### src/rtl/mem_writeback_if.sv
// Data-memory request/acknowledge bus between the MEM/WB stage and the data memory.
// The stage is the master; the memory model or controller is the slave.
interface mem_writeback_if;
    logic        dmem_req;
    logic        dmem_we;
    logic [31:0] dmem_addr;
    logic [31:0] dmem_wdata;
    logic [3:0]  dmem_be;
    logic        dmem_ack;
    logic [31:0] dmem_rdata;

    modport master (
        output dmem_req,
        output dmem_we,
        output dmem_addr,
        output dmem_wdata,
        output dmem_be,
        input  dmem_ack,
        input  dmem_rdata
    );

    modport slave (
        input  dmem_req,
        input  dmem_we,
        input  dmem_addr,
        input  dmem_wdata,
        input  dmem_be,
        output dmem_ack,
        output dmem_rdata
    );
endinterface

### src/rtl/mem_writeback.sv
// MIPS memory/write-back stage: runs loads and stores over a req/ack bus with byte lanes,
// stalls the pipeline while an access is pending, and registers the register-file write port.
module mem_writeback #(
    parameter int TIMEOUT = 64,
    parameter int TMR_W   = 7
) (
    input  logic                   clk,
    input  logic                   rst,
    input  logic                   valid_m,
    input  logic [31:0]            alu_result_m,
    input  logic [31:0]            write_data_m,
    input  logic                   reg_we_m,
    input  logic                   mem_to_reg_m,
    input  logic                   mem_we_m,
    input  logic [1:0]             mem_size_m,
    input  logic                   mem_unsigned_m,
    input  logic [4:0]             reg_write_addr_m,
    mem_writeback_if.master        dmem,
    output logic                   stall_m,
    output logic                   reg_we_w,
    output logic [4:0]             reg_write_addr_w,
    output logic [31:0]            reg_write_data_w,
    output logic                   addr_err_w,
    output logic                   bus_err_w
);

    typedef enum logic {IDLE, ACCESS} state_t;

    state_t             state_q, state_d;
    logic [TMR_W-1:0]   timer_q, timer_d;
    logic               regWe_q, regWe_d;
    logic [4:0]         regAddr_q, regAddr_d;
    logic [31:0]        regData_q, regData_d;
    logic               addrErr_q, addrErr_d;
    logic               busErr_q, busErr_d;

    logic [1:0]         off;
    logic               isByte, isHalf, isWord;
    logic               memOp, misaligned, writesReg, timedOut;
    logic [7:0]         loadByte;
    logic [15:0]        loadHalf;
    logic [31:0]        loadData;
    logic [31:0]        storeData;
    logic [3:0]         storeBe;

    assign off        = alu_result_m[1:0];
    assign isByte     = (mem_size_m == 2'b00);
    assign isHalf     = (mem_size_m == 2'b01);
    assign isWord     = mem_size_m[1];
    assign memOp      = valid_m & (mem_to_reg_m | mem_we_m);
    assign misaligned = (isHalf & off[0]) | (isWord & (off != 2'b00));
    assign writesReg  = valid_m & reg_we_m & (reg_write_addr_m != 5'd0);
    assign timedOut   = (timer_q == TMR_W'(TIMEOUT - 1));

    // The M-stage inputs are frozen by stall_m, so the bus fields stay stable until ack.
    assign dmem.dmem_we    = mem_we_m;
    assign dmem.dmem_addr  = {alu_result_m[31:2], 2'b00};
    assign dmem.dmem_wdata = storeData;
    assign dmem.dmem_be    = storeBe;

    always_comb begin
        storeData = write_data_m;
        storeBe   = 4'b1111;
        if (isByte) begin
            storeData = {4{write_data_m[7:0]}};
            storeBe   = 4'b0001 << off;
        end else if (isHalf) begin
            storeData = {2{write_data_m[15:0]}};
            storeBe   = off[1] ? 4'b1100 : 4'b0011;
        end
    end

    always_comb begin
        case (off)
            2'd0:    loadByte = dmem.dmem_rdata[7:0];
            2'd1:    loadByte = dmem.dmem_rdata[15:8];
            2'd2:    loadByte = dmem.dmem_rdata[23:16];
            default: loadByte = dmem.dmem_rdata[31:24];
        endcase
        loadHalf = off[1] ? dmem.dmem_rdata[31:16] : dmem.dmem_rdata[15:0];
        if (isByte) begin
            loadData = {{24{~mem_unsigned_m & loadByte[7]}}, loadByte};
        end else if (isHalf) begin
            loadData = {{16{~mem_unsigned_m & loadHalf[15]}}, loadHalf};
        end else begin
            loadData = dmem.dmem_rdata;
        end
    end

    // W registers default to a bubble; only a finished instruction leaves IDLE/ACCESS with a write.
    always_comb begin
        state_d       = state_q;
        timer_d       = timer_q;
        regWe_d       = 1'b0;
        regAddr_d     = reg_write_addr_m;
        regData_d     = alu_result_m;
        addrErr_d     = 1'b0;
        busErr_d      = 1'b0;
        stall_m       = 1'b0;
        dmem.dmem_req = 1'b0;
        case (state_q)
            IDLE: begin
                if (memOp) begin
                    if (misaligned) begin
                        addrErr_d = 1'b1;
                    end else begin
                        stall_m = 1'b1;
                        state_d = ACCESS;
                        timer_d = '0;
                    end
                end else begin
                    regWe_d = writesReg;
                end
            end
            ACCESS: begin
                dmem.dmem_req = 1'b1;
                if (dmem.dmem_ack) begin
                    state_d = IDLE;
                    if (mem_to_reg_m) begin
                        regWe_d   = writesReg;
                        regData_d = loadData;
                    end
                end else if (timedOut) begin
                    state_d  = IDLE;
                    busErr_d = 1'b1;
                end else begin
                    stall_m = 1'b1;
                    timer_d = timer_q + 1'b1;
                end
            end
            default: state_d = IDLE;
        endcase
    end

    always_ff @(posedge clk) begin
        if (rst) begin
            state_q   <= IDLE;
            timer_q   <= '0;
            regWe_q   <= 1'b0;
            regAddr_q <= 5'd0;
            regData_q <= 32'd0;
            addrErr_q <= 1'b0;
            busErr_q  <= 1'b0;
        end else begin
            state_q   <= state_d;
            timer_q   <= timer_d;
            regWe_q   <= regWe_d;
            regAddr_q <= regAddr_d;
            regData_q <= regData_d;
            addrErr_q <= addrErr_d;
            busErr_q  <= busErr_d;
        end
    end

    assign reg_we_w         = regWe_q;
    assign reg_write_addr_w = regAddr_q;
    assign reg_write_data_w = regData_q;
    assign addr_err_w       = addrErr_q;
    assign bus_err_w        = busErr_q;

endmodule

### src/flat_wrapper.sv
// flat-port wrapper written by rule: the top's interface ports become plain ports
module mem_writeback_flat 
#(
    parameter int TIMEOUT = 64,
    parameter int TMR_W   = 7
)
  (clk, rst, valid_m, alu_result_m, write_data_m, reg_we_m, mem_to_reg_m, mem_we_m, mem_size_m, mem_unsigned_m, reg_write_addr_m, stall_m, reg_we_w, reg_write_addr_w, reg_write_data_w, addr_err_w, bus_err_w, dmem_dmem_req, dmem_dmem_we, dmem_dmem_addr, dmem_dmem_wdata, dmem_dmem_be, dmem_dmem_ack, dmem_dmem_rdata);
  mem_writeback_if dmem_i ();
  input  logic clk;
  input  logic rst;
  input  logic valid_m;
  input  logic [31:0] alu_result_m;
  input  logic [31:0] write_data_m;
  input  logic reg_we_m;
  input  logic mem_to_reg_m;
  input  logic mem_we_m;
  input  logic [1:0] mem_size_m;
  input  logic mem_unsigned_m;
  input  logic [4:0] reg_write_addr_m;
  output logic stall_m;
  output logic reg_we_w;
  output logic [4:0] reg_write_addr_w;
  output logic [31:0] reg_write_data_w;
  output logic addr_err_w;
  output logic bus_err_w;
  output wire logic [$bits(dmem_i.dmem_req)-1:0] dmem_dmem_req;
  output wire logic [$bits(dmem_i.dmem_we)-1:0] dmem_dmem_we;
  output wire logic [$bits(dmem_i.dmem_addr)-1:0] dmem_dmem_addr;
  output wire logic [$bits(dmem_i.dmem_wdata)-1:0] dmem_dmem_wdata;
  output wire logic [$bits(dmem_i.dmem_be)-1:0] dmem_dmem_be;
  input wire logic [$bits(dmem_i.dmem_ack)-1:0] dmem_dmem_ack;
  input wire logic [$bits(dmem_i.dmem_rdata)-1:0] dmem_dmem_rdata;
  assign dmem_dmem_req = dmem_i.dmem_req;
  assign dmem_dmem_we = dmem_i.dmem_we;
  assign dmem_dmem_addr = dmem_i.dmem_addr;
  assign dmem_dmem_wdata = dmem_i.dmem_wdata;
  assign dmem_dmem_be = dmem_i.dmem_be;
  assign dmem_i.dmem_ack = dmem_dmem_ack;
  assign dmem_i.dmem_rdata = dmem_dmem_rdata;
  mem_writeback #(.TIMEOUT(TIMEOUT), .TMR_W(TMR_W)) u_core (.clk(clk), .rst(rst), .valid_m(valid_m), .alu_result_m(alu_result_m), .write_data_m(write_data_m), .reg_we_m(reg_we_m), .mem_to_reg_m(mem_to_reg_m), .mem_we_m(mem_we_m), .mem_size_m(mem_size_m), .mem_unsigned_m(mem_unsigned_m), .reg_write_addr_m(reg_write_addr_m), .dmem(dmem_i), .stall_m(stall_m), .reg_we_w(reg_we_w), .reg_write_addr_w(reg_write_addr_w), .reg_write_data_w(reg_write_data_w), .addr_err_w(addr_err_w), .bus_err_w(bus_err_w));
endmodule
### config.mk
export PLATFORM = sky130hd
export DESIGN_NAME = mem_writeback_flat
export DESIGN_NICKNAME = d
export VERILOG_FILES = /design/src/rtl/mem_writeback_if.sv /design/src/rtl/mem_writeback.sv /design/src/flat_wrapper.sv
export SDC_FILE = /design/constraint.sdc
export NUM_CORES = 1
export LEC_CHECK = 0
export CAP_MARGIN = 40
export CORE_UTILIZATION = 38
export CTS_BUF_LIST = sky130_fd_sc_hd__clkbuf_16
export CTS_CLUSTER_DIAMETER = 30
export DETAILED_ROUTE_END_ITERATION = 6
export PLACE_DENSITY = 0.89
export SYNTH_ARGS = -nofsm -noshare
export SYNTH_HDL_FRONTEND = slang
export SYNTH_SLANG_ARGS = --single-unit
export TNS_END_PERCENT = 5
### constraint.sdc
create_clock -name clk -period 4 [get_ports clk]
set_input_delay 0.8 -clock clk [delete_from_list [all_inputs] [get_ports clk]]
set_output_delay 0.8 -clock clk [all_outputs]
set_load 0.01 [all_outputs]
==> results.sh, run 1 <==
export IMPL_setup_slack_ns=0.4892
export IMPL_critPathMaxStageDelay_ns=0.71
export IMPL_end_kind="primary output"
export IMPL_synth_area_top_cells="dfxtp_1 (31%), buf_4 (10%), o21ai_0 (6.7%)"
export IMPL_antenna_found_initial=0
export IMPL_maxSlewHeadroom_pct=39.38
export IMPL_grt_pass1_vias=3317
export IMPL_slew_violations=0
export IMPL_critPathBufInv=3
export IMPL_rows=32
export IMPL_layout_drive_gt1_share_pct=9.211
export IMPL_routabilityCongestion=0.9493
export IMPL_fin_tns_setup_ns=0
export IMPL_worstPathRequired_ns=3.20
export IMPL_numPortBuffers=219
export IMPL_dieArea_um2=8477
export IMPL_hold_violations=0
export IMPL_min_from="u_core.timer_q[6]$_SDFFE_PP0P_"
export IMPL_synth_cells=364
export IMPL_wl_per_cell_um=18.99
export IMPL_r2r_slack_ns=2.00
export IMPL_rsz0062_at_grt="false"
export IMPL_nets=644
export IMPL_cts_inserted_buffers=5
export IMPL_dpl_hpwl_mm=9.499
export IMPL_wl_mm=12.04
export IMPL_cts_sinks=48
export IMPL_core_area_um2=7767
export IMPL_synthToLayoutAreaGrowth_pct=69.28
export IMPL_cp_common_cell="clkdlybuf4s50_1"
export IMPL_io_pins=222
export IMPL_via_count=3500
export IMPL_crit_family="buffers and inverters"
export IMPL_detail_route_iter0_violations=196
export IMPL_period_share_pct=87.77
export IMPL_cts_reportedPaths_clkPinSlew_ns=0.06
export IMPL_fmax_ghz=0.2848
export IMPL_powerDensity_nw_per_um2=288.4
export IMPL_grt_max_degree=33
export IMPL_die_y_um=92.07
export IMPL_run_status="completed"
export IMPL_worstMarginPinSlew_ns=0.9083
export IMPL_drt_first_pass_iters=5
export IMPL_pre_cts_slack_ns=0.5142
export IMPL_cts_tree="done"
export IMPL_setup_viol=0
export IMPL_layout_commonest_cell="clkdlybuf4s50_1"
export IMPL_grt_total_usage_pct=28.06
export IMPL_avgSynthCellArea_um2=8.470
export IMPL_yosys_area_top_type="dfxtp_1"
export IMPL_ys_flop_type="dfxtp_1"
export IMPL_r2r_end="u_core.reg_write_data_w[11]$_SDFF_PP0_"
export IMPL_slowest_stage="clkdlybuf4s50_1"
export IMPL_drt_vias_per_instance=5.521
export IMPL_final_cell_mix="clkdlybuf4s50_1 (218), dfxtp_1 (48), nand2_1 (41), o21ai_0 (41), a21oi_1 (38)"
export IMPL_async_reset_ff_share_pct=0
export IMPL_drv_cap=0
export IMPL_cts_path_max_buffers=2
export IMPL_r2r_start="u_core.state_q$_SDFF_PP0_"
export IMPL_synth_top_cell_area_share_pct=31.17
export IMPL_cp_start_kind="primary input"
export IMPL_grt_overflow=0
export IMPL_postCtsSetupBuffers=0
export IMPL_cp_max_fo=12
export IMPL_r2r_cells=3
export IMPL_clock_root_buffer="clkbuf_16"
export IMPL_hold_path_depth=2
export IMPL_peakVddDrop_mv=0.2117
export IMPL_htreeDepth=2
export IMPL_synth_cell_types=41
export IMPL_crit_type="primary input to primary output"
export IMPL_initial_core_util_pct=39.69
export IMPL_hold_path_class="flop to flop"
export IMPL_synth_area_um2=3083
export IMPL_grt_pass1_wl_mm=18.35
export IMPL_antenna_left=0
export IMPL_yosysWarningCount=0
export IMPL_cts_repair_resized=0
export IMPL_hold_buffers=0
export IMPL_power_mw=1.505
export IMPL_synth_seq_cells=48
export IMPL_period_minus_slack_ns=3.511
export IMPL_die_x_um=92.07
export IMPL_cp_arrival_ns=2.71
export IMPL_seq_area_frac_synth_pct=31.17
export IMPL_diodes=0
export IMPL_drc_errors=0
export IMPL_min_to="u_core.timer_q[6]$_SDFFE_PP0P_"
export IMPL_fin_skew_ns=0.003693
export IMPL_synth_edff_count=0
export IMPL_clk_latency_ns=0.29
export IMPL_p_leak_nw=1.991
export IMPL_path_cells="clkdlybuf4s50_1, buf_4, mux2i_1, o21ai_0, clkdlybuf4s50_1"
-- synth_stat cells (3+ instances only) --
| cell | n |
|---|---|
| a22o_1 | 8 |
| mux2i_1 | 9 |
| nand3_1 | 7 |
| o2111ai_1 | 6 |
| dfxtp_1 | 48 |
| a21oi_1 | 38 |
| a2111o_1 | 4 |
| nand2b_1 | 3 |
| buf_2 | 6 |
| inv_1 | 5 |
| mux4_2 | 8 |
| clkbuf_1 | 18 |
| mux2_2 | 16 |
| o21ai_0 | 41 |
| and4_1 | 3 |
| o22ai_1 | 11 |
| nor2b_1 | 8 |
| a211o_1 | 6 |
| nor2_1 | 6 |
| a22oi_1 | 8 |
| nand2_1 | 41 |
| buf_4 | 43 |
-- layer usage --
layer	GRT usage, %	part of all wire, %	vias up
li1	-	-	1622
met1	37.10	41	1650
met2	47.33	49	203
met3	3.731	7.4	25
met4	8.594	2.4	0
met5	0	0	-
-- worst reg2reg max path, stage by stage (launching register included) --
cell     delay (ns)
dfxtp_1        0.47
nand3_1        0.52
a21oi_1        0.71
a21oi_1        0.15
-- worst max-delay path by stage --
stage                   from                  end  slack [ns]  cells past startpoint
2_1_floorplan  mem_size_m[0]  dmem_dmem_wdata[24]        1.45                      4
3_3_place_gp   mem_size_m[0]  dmem_dmem_wdata[15]        0.52                      4
4_1_cts        mem_size_m[0]  dmem_dmem_wdata[26]        0.50                      5
5_1_grt        mem_size_m[0]  dmem_dmem_wdata[26]        0.41                      5
6_report       mem_size_m[0]  dmem_dmem_wdata[26]        0.49                      5
3_5_place_dp   mem_size_m[0]  dmem_dmem_wdata[15]        0.51                      4
-- cell type report --
cell class	instances	area, µm²
fillers	626	2549
repair buffers	229	2262
multi-input cells	242	1660
flip-flops and latches	48	960.9
well taps	102	127.6
clock buffers	5	125.1
clock inverters	2	60.06
inverters	6	22.52
-- stage by stage --
step                      instances  instance area (µm²)  hold slack, ns  utilization (%)
after floorplan                 365                 3087          0.4498                -
after global placement          627                 5034          0.4624            64.80
after detailed placement        627                 5034          0.4779            64.80
after CTS                       634                 5219          0.4887            67.19
after global routing            634                 5219          0.5107            67.19
final                           634                 5219          0.4860            67.19
-- registers in the layout (all words and copies together), names as in the netlist --
register	flops
u_core.reg_write_addr_w	5
u_core.reg_we_w	1
u_core.timer_q	7
u_core.state_q	1
u_core.addr_err_w	1
u_core.reg_write_data_w	32
u_core.bus_err_w	1
-- kinds of logic (layout without fill, tap and decap cells) --
| kind of cell | Yosys count | after routing | synth area share [%] |
|---|---|---|---|
| buffers and inverters | 75 | 242 | 15.10 |
| muxes | 33 | 33 | 14.61 |
| other | 1 | 2 | 0.1216 |
| adders and majority gates | 1 | 1 | 0.4058 |
| and+or+nand+nor | 79 | 79 | 12.54 |
| DFF | 48 | 48 | 31.17 |
| AOI/OAI and AO/OA | 127 | 127 | 26.06 |
-- power breakdown --
part           internal (mW)  switching, mW  leakage, nW
registers              0.502        0.00749        0.397
logic                  0.272          0.192         1.50
clock network          0.355          0.177       0.0899
total                   1.13          0.377         1.99
Power figures use the tool's default switching activity.
==> inputs of run 2 (changes only) <==
- CELL_PAD_IN_SITES_DETAIL_PLACEMENT: not set -> 0
- CELL_PAD_IN_SITES_GLOBAL_PLACEMENT: not set -> 1
- CORE_UTILIZATION: 38 -> 26
- PLACE_DENSITY: 0.89 -> 0.9
==> results.sh, run 2 (synthesis results as in run 1) <==
export IMPL_run_status="completed"
export IMPL_initial_core_util_pct=26.88
export IMPL_postCtsSetupBuffers=0
export IMPL_nets=646
export IMPL_powerDensity_nw_per_um2=265.0
export IMPL_maxSlewHeadroom_pct=44.73
export IMPL_layout_drive_gt1_share_pct=9.720
export IMPL_htreeDepth=2
export IMPL_via_count=3381
export IMPL_period_minus_slack_ns=3.433
export IMPL_crit_type="primary input to primary output"
export IMPL_antenna_found_initial=0
export IMPL_grt_overflow=0
export IMPL_fmax_ghz=0.2913
export IMPL_cts_tree="done"
export IMPL_fin_skew_ns=0.009990
export IMPL_clk_latency_ns=0.29
export IMPL_worstPathRequired_ns=3.20
export IMPL_p_int_mw=1.008
export IMPL_clockPowerShare_pct=30.2
export IMPL_cp_arrival_ns=2.63
export IMPL_worstMarginPinSlew_ns=0.8278
export IMPL_dpl_hpwl_mm=10.04
export IMPL_switching_share_pct=27.61
export IMPL_drt_vias_per_instance=4.987
export IMPL_cts_repair_resized=0
export IMPL_hold_path_class="flop to flop"
export IMPL_hold_buffers=0
export IMPL_cp_start_kind="primary input"
export IMPL_wl_mm=12.24
export IMPL_grt_max_degree=29
export IMPL_slew_violations=0
export IMPL_drc_errors=0
export IMPL_peakVddDrop_mv=0.1487
export IMPL_grt_pass1_vias=3404
export IMPL_placedCellCount=670
export IMPL_dieArea_um2=12300
export IMPL_rows=39
export IMPL_p_leak_nw=1.984
export IMPL_combinationalPowerShare_pct=33.2
export IMPL_fin_tns_setup_ns=0
export IMPL_r2r_start="u_core.state_q$_SDFF_PP0_"
export IMPL_grt_pass1_wl_mm=18.86
export IMPL_period_share_pct=85.82
export IMPL_p_sw_mw=0.3843
export IMPL_synthToLayoutAreaGrowth_pct=70.41
export IMPL_core_area_um2=11470
export IMPL_die_y_um=110.9
export IMPL_grt_total_usage_pct=19.48
export IMPL_drt_first_pass_iters=5
export IMPL_detail_route_iter0_violations=224
export IMPL_end_kind="primary output"
export IMPL_power_mw=1.392
export IMPL_final_cell_mix="clkdlybuf4s50_1 (218), dfxtp_1 (48), nand2_1 (41), o21ai_0 (41), a21oi_1 (38)"
export IMPL_numPortBuffers=219
export IMPL_crit_start="mem_size_m[0]"
export IMPL_power_sequential_fraction_pct=36.6
export IMPL_largest_register_ffs=32
export IMPL_layout_commonest_cell="clkdlybuf4s50_1"
export IMPL_die_x_um=110.9
export IMPL_wl_per_cell_um=18.06
export IMPL_hold_violations=0
export IMPL_cts_reportedPaths_clkPinSlew_ns=0.07
export IMPL_diodes=0
export IMPL_cts_path_max_buffers=2
export IMPL_rsz0062_at_grt="false"
export IMPL_io_pins=222
export IMPL_drv_cap=0
export IMPL_num_fill_cells=1131
export IMPL_stdcell_count=678
export IMPL_clock_root_buffer="clkbuf_16"
export IMPL_cts_inserted_buffers=5
export IMPL_min_from="u_core.timer_q[6]$_SDFFE_PP0P_"
export IMPL_routabilityCongestion=0.9461
export IMPL_cts_sinks=48
export IMPL_antenna_left=0
export IMPL_final_util_pct=45.82
export IMPL_cp_max_fo=19
export IMPL_setup_viol=0
run 2: changes by cell type in the layout (fill, tap and decap cells not counted):
cell,change
buf_4,+1
bufinv_16,-2
clkinv_2,+1
inv_6,+1
clkinvlp_4,+1
buf_8,+1
run 2: path summary, 6_finish.rpt:
| kind | slack [ns] | cells past startpoint | end |
|---|---|---|---|
| hold reg to reg | 0.49 | 2 | u_core.timer_q[6]$_SDFFE_PP0P_ |
| setup reg to reg | 2.06 | 3 | u_core.reg_write_data_w[27]$_SDFF_PP0_ |
| setup / recovery | 0.57 | 5 | dmem_dmem_be[0] |
| hold / removal | 0.49 | 2 | u_core.timer_q[6]$_SDFFE_PP0P_ |
run 2: area by class of cell:
cell class | count | area, µm² | area share, %
well taps | 143 | 178.9 | 3.406
clock buffers | 5 | 125.1 | 2.382
multi-input cells | 242 | 1660 | 31.60
clock inverters | 3 | 21.27 | 0.4049
repair buffers | 231 | 2285 | 43.49
flip-flops and latches | 48 | 960.9 | 18.29
inverters | 6 | 22.52 | 0.4287
run 2: stage by stage:
| stage | hold WS (ns) | setup slack, ns | cell area, µm² |
|---|---|---|---|
| 6_report | 0.4855 | 0.5673 | 5254 |
| 5_1_grt | 0.5113 | 0.4553 | 5254 |
| 4_1_cts | 0.4879 | 0.5688 | 5254 |
| 3_5_place_dp | 0.4776 | 0.5604 | 5107 |
| 3_3_place_gp | 0.4643 | 0.6591 | 5092 |
| 2_1_floorplan | 0.4498 | 1.453 | 3087 |
run 2: per-layer routing:
layer	up-vias	part of all wire (%)	track usage (%)
met5	-	0	0
met4	0	1.7	5.244
met3	14	7.7	4.811
met2	158	49	32.96
met1	1576	42	24.55
li1	1633	-	-
run 2: power by group through the flow:
stage / Sequential (mW) / Combinational [mW] / Clock [mW]
after global placement: 0.519 / 0.456 / 0
after CTS: 0.510 / 0.465 / 0.432
final: 0.509 / 0.462 / 0.421
after global routing: 0.512 / 0.494 / 0.449
after detailed placement: 0.521 / 0.463 / 0
after floorplan: 0.532 / 0.184 / 0
run 2: worst max-delay path: stages:
cell and delay (ns):
clkdlybuf4s50_1 0.62, buf_4 0.30, nor2b_1 0.11, o21ai_0 0.22, clkdlybuf4s50_1 0.59
